[src/rtl/inst_fetch.sv]
// Instruction fetch unit: holds the PC, fetches words over a req/ack handshake and hands them
// to decode over valid/ready. Optional misaligned-PC trap is enabled by IFU_ALIGN_CHK_EN.
module inst_fetch #(
    parameter logic [31:0] RESET_PC = 32'h0000_3000,
    parameter logic [31:0] NOP_WORD = 32'h0000_0000
) (
    input  logic        clk,
    input  logic        rst_n,
    output logic        imem_req,
    output logic [31:0] imem_addr,
    input  logic        imem_ack,
    input  logic [31:0] imem_rdata,
    output logic [31:0] Instruction,
    output logic [31:0] pc,
    output logic [31:0] pc4,
    output logic        inst_valid,
    input  logic        inst_ready,
    input  logic        br_take,
    input  logic [15:0] imm16,
    input  logic        jmp,
    input  logic [25:0] Target,
    input  logic        jr,
    input  logic [31:0] jr_addr,
    output logic [31:0] inst_cnt
`ifdef IFU_ALIGN_CHK_EN
    ,
    output logic        adel
`endif
);

    typedef enum logic [1:0] {StRst, StFetch, StValid} state_e;

    state_e      state_r, state_d;
    logic [31:0] pc_r, inst_r, cnt_r;
    logic [31:0] br_off, next_pc, pc_load;
    logic        consume, fetch_skip;

    assign consume = (state_r == StValid) && inst_ready;
    assign br_off  = {{14{imm16[15]}}, imm16, 2'b00};

    always_comb begin
        if (jr) begin
            next_pc = jr_addr;
        end else if (jmp) begin
            next_pc = {pc4[31:28], Target, 2'b00};
        end else if (br_take) begin
            next_pc = pc4 + br_off;
        end else begin
            next_pc = pc4;
        end
    end

`ifdef IFU_ALIGN_CHK_EN
    logic adel_r;

    // A misaligned target is still loaded; the following slot becomes a NOP flagged with adel.
    assign pc_load    = next_pc;
    assign fetch_skip = adel_r;
    assign adel       = adel_r;

    always_ff @(posedge clk or negedge rst_n) begin
        if (!rst_n) begin
            adel_r <= 1'b0;
        end else if (consume) begin
            adel_r <= (next_pc[1:0] != 2'b00);
        end
    end
`else
    assign pc_load    = next_pc & 32'hFFFF_FFFC;
    assign fetch_skip = 1'b0;
`endif

    // State register
    always_ff @(posedge clk or negedge rst_n) begin
        if (!rst_n) begin
            state_r <= StRst;
        end else begin
            state_r <= state_d;
        end
    end

    // Next-state logic
    always_comb begin
        state_d = state_r;
        unique case (state_r)
            StRst:   state_d = StFetch;
            StFetch: if (fetch_skip || imem_ack) state_d = StValid;
            StValid: if (inst_ready) state_d = StFetch;
            default: state_d = StRst;
        endcase
    end

    // Outputs
    always_comb begin
        imem_req   = (state_r == StFetch) && !fetch_skip;
        inst_valid = (state_r == StValid);
    end

    always_ff @(posedge clk or negedge rst_n) begin
        if (!rst_n) begin
            pc_r   <= RESET_PC;
            inst_r <= NOP_WORD;
            cnt_r  <= 32'd0;
        end else begin
            if (state_r == StFetch) begin
                if (fetch_skip) begin
                    inst_r <= NOP_WORD;
                end else if (imem_ack) begin
                    inst_r <= imem_rdata;
                end
            end
            if (consume) begin
                pc_r  <= pc_load;
                cnt_r <= cnt_r + 32'd1;
            end
        end
    end

    assign imem_addr   = pc_r;
    assign pc          = pc_r;
    assign pc4         = pc_r + 32'd4;
    assign Instruction = inst_r;
    assign inst_cnt    = cnt_r;

endmodule

[config.mk]
export PLATFORM = sky130hd
export DESIGN_NAME = inst_fetch
export DESIGN_NICKNAME = d
export VERILOG_FILES = /design/src/rtl/inst_fetch.sv
export SDC_FILE = /design/constraint.sdc
export NUM_CORES = 1
export LEC_CHECK = 0
export CAP_MARGIN = 15
export CELL_PAD_IN_SITES_DETAIL_PLACEMENT = 1
export CELL_PAD_IN_SITES_GLOBAL_PLACEMENT = 1
export CORE_UTILIZATION = 33
export CTS_BUF_LIST = sky130_fd_sc_hd__clkbuf_8 sky130_fd_sc_hd__clkbuf_16
export DETAILED_ROUTE_END_ITERATION = 12
export PLACE_DENSITY = 0.84
export SLEW_MARGIN = 0
export SYNTH_ARGS = -nofsm -noshare
export SYNTH_HDL_FRONTEND = slang
export SYNTH_SLANG_ARGS = --single-unit
[constraint.sdc]
create_clock -name clk -period 4.1 [get_ports clk]
set_input_delay 0.82 -clock clk [delete_from_list [all_inputs] [get_ports clk]]
set_output_delay 0.82 -clock clk [all_outputs]
set_load 0.01 [all_outputs]
==> reports/qor.csv <==
metric;value;unit
status;finished, final reports clean;
skew;0.00610;ns
cts-buffers-inserted;9;
synth_flop_cell;dfrtp_1;
fin_util;49.4;%
nFillCells;2401;
power_density;681;nW/um^2
crit_buf_inv;0;
r2r_setup_slack;0.26;ns
critPathMaxStageDelay;0.43;ns
crit_required;4.31;ns
grt_pass1_vias;6923;
antenna_found_initial;2;
post-cts-setup-buffers;0;
clockBufferDepth;2;
firstDrtPassIters;5;
io-pin-count;275;
seq_area;2410;sq um
drt_iter0_drc;290;
grt_use_total;23.8;%
cts_root_buf;clkbuf_16;
hold_class;input pin to async pin;
clkSinkCount;96;
core;21000;sq um
hpwl;21100;um
clock.fmax;0.260;GHz
syn_inst;772;
ys_ff_latch;96;
synth-seq-area-share;34.2;%
fp-row-count;53;
grt_pass1_wl;39800;um
clkSlewWorstSetupHoldPaths;0.07;ns
synth_edf_count;0;
power_frac_seq;23.2;%
ys_types;76;
start_util;33.5;%
ys_warn_count;0;
gp_congestion;0.867;
die-width;148;um
ir_drop;0.000233;V
die-height;148;um
worst-path-max-fanout;5;
critical-path-top-delay-family;compound AO/OA/AOI/OAI gates;
worstSetupPathType;flop to flop;
switching_share;42.0;%
fin_crit;3.84;ns
slew_viol_final;0;
clkLatencyLatePin;0.35;ns
setup_viol;0;
syn_avg_cell_area;9.10;sq um
cts_tree;yes;
dieArea;21900;sq um
critPathMostFrequentCell;a21o_1;
cts_hold_buf;0;
post_cts_resized;0;
port_buffers;266;
drc;0;
layout_common_cells;clkdlybuf4s50_1 (265), dfrtp_1 (93), nand2_1 (67);
viasPerCell;5.27;
drive_above_1_share;12.4;%
p_comb_share;64.5;%
critPathArrivalTime;4.06;ns
ant_nets;0;
min_period_over_period;93.8;%
worst_slew_pin_slew;0.583;ns
switchingPower;2.96;mW
multi_input_area;4230;sq um
routed_wl;26400;um
power_leakage;4.42;nW
hold_viol;0;
crit_path_cell_trace;and4_1 > and3_1 > nand4_1 > nor2_1 > xor2_2 > ha_1 > a21o_1 > a21o_1 > a21oi_1 > o221ai_1 > a21oi_2 > o21ai_1 > a221oi_1 > xor2_1 > a22oi_1;
p_int;4.08;mW
mostFrequentLayoutCell;clkdlybuf4s50_1;
netlist_area;7020;sq um
synth_async_sr_flop_share;100;%
slew_headroom;61.1;%
crit_path_end_kind;flop;
grt_setup_unrepaired;false;
htreeDepth;3;
cap_violations;0;
startpoint_type;flop;
gr-total-overflow;0;
grt_max_degree;45;
fin_setup_tns;0;ns
avgRoutedWirePerCell;20.1;um
syn2layout_area_growth;47.2;%
via_count;6915;
finalNetCount;1180;
clockPowerShare;12.4;%
critPathSlowestCell;dfrtp_1;
-- power groups by stage --
stage	sequential [mW]	clock, mW	combinational, mW
final	1.63	0.871	4.54
after floorplan	1.75	0	2.30
after detailed placement	1.65	0	4.49
after global placement	1.61	0	4.39
after CTS	1.63	0.889	4.52
after global routing	1.68	0.919	4.87
-- synthesized netlist by cell type, types with 17 or more instances --
library cell / count / area, sq um
a21o_1: 21 / 158
a21oi_1: 61 / 305
and3_1: 23 / 144
buf_4: 36 / 270
clkbuf_1: 27 / 101
dfrtp_1: 94 / 2350
ha_1: 37 / 463
mux2_2: 32 / 360
nand2_1: 67 / 251
nand3_1: 30 / 150
nand4_1: 17 / 106
nor2_1: 60 / 225
o21ai_0: 36 / 180
xnor2_1: 51 / 447
xor2_1: 30 / 263
-- final cells by class --
| class | instances | area share, % |
|---|---|---|
| diodes | 2 | 0.0484 |
| clock buffers | 9 | 2.18 |
| clock inverters | 7 | 0.750 |
| inverters | 14 | 0.508 |
| multi-input cells | 598 | 40.9 |
| flip-flops and latches | 96 | 23.3 |
| well taps | 275 | 3.33 |
| repair buffers | 310 | 29.0 |
-- routing by layer --
| layer | wire length (um) | share of wire (%) | GRT usage [%] |
|---|---|---|---|
| met3 | 1370 | 5.2 | 2.62 |
| met5 | 0 | 0 | 0 |
| met4 | 673 | 2.6 | 8.76 |
| met2 | 12800 | 49 | 40.5 |
| met1 | 11500 | 44 | 31.0 |
-- worst register-to-register path, stage by stage, from the launching register on --
cell      delay (ns)
dfrtp_1         0.43
and4_1          0.30
and3_1          0.22
nand4_1         0.18
nor2_1          0.26
xor2_2          0.25
ha_1            0.34
a21o_1          0.20
a21o_1          0.17
a21oi_1         0.18
o221ai_1        0.16
a21oi_2         0.20
o21ai_1         0.15
a221oi_1        0.31
xor2_1          0.26
a22oi_1         0.10
-- final timing paths --
| path | from | cells past startpoint | end |
|---|---|---|---|
| setup / recovery | imem_addr[7] | 15 | imem_addr[30] |
| hold / removal | rst_n | 1 | inst_cnt[12] |
| setup reg to reg | imem_addr[7] | 15 | imem_addr[30] |
| hold reg to reg | inst_cnt[31] | 1 | inst_cnt[31] |
| max in group asynchronous | rst_n | 2 | imem_addr[12] |
| min in group clk | inst_cnt[31] | 1 | inst_cnt[31] |
-- flip-flops by register name (all words and copies together), names as in the netlist --
name and count:
Instruction 32, imem_addr 30, state_r 2, inst_cnt 32
-- kinds of logic (layout without fill, tap and decap cells) --
kind of cell / count (synthesis) / count (layout) / synth area share [%]
flops: 96 / 96 / 34.2
fa+ha+maj: 38 / 38 / 6.88
mux: 37 / 37 / 5.84
simple gates: 248 / 248 / 18.4
other cells: 1 / 8 / 0.0534
compound gates: 187 / 187 / 17.7
buf+inv: 83 / 340 / 6.43
xor+xnor: 82 / 82 / 10.5
-- metrics by stage --
stage | setup WS, ns | hold WS (ns) | area, sq um | instances | power [mW]
after floorplan | 0.317 | 0.464 | 7040 | 777 | 4.04
after global placement | 0.149 | 0.456 | 9990 | 1293 | 6.01
after detailed placement | 0.0761 | 0.460 | 9990 | 1293 | 6.14
after CTS | 0.103 | 0.472 | 10300 | 1309 | 7.04
after global routing | 0.0139 | 0.502 | 10300 | 1311 | 7.47
final | 0.256 | 0.462 | 10300 | 1311 | 7.05
(Power assumes the default switching activity.)
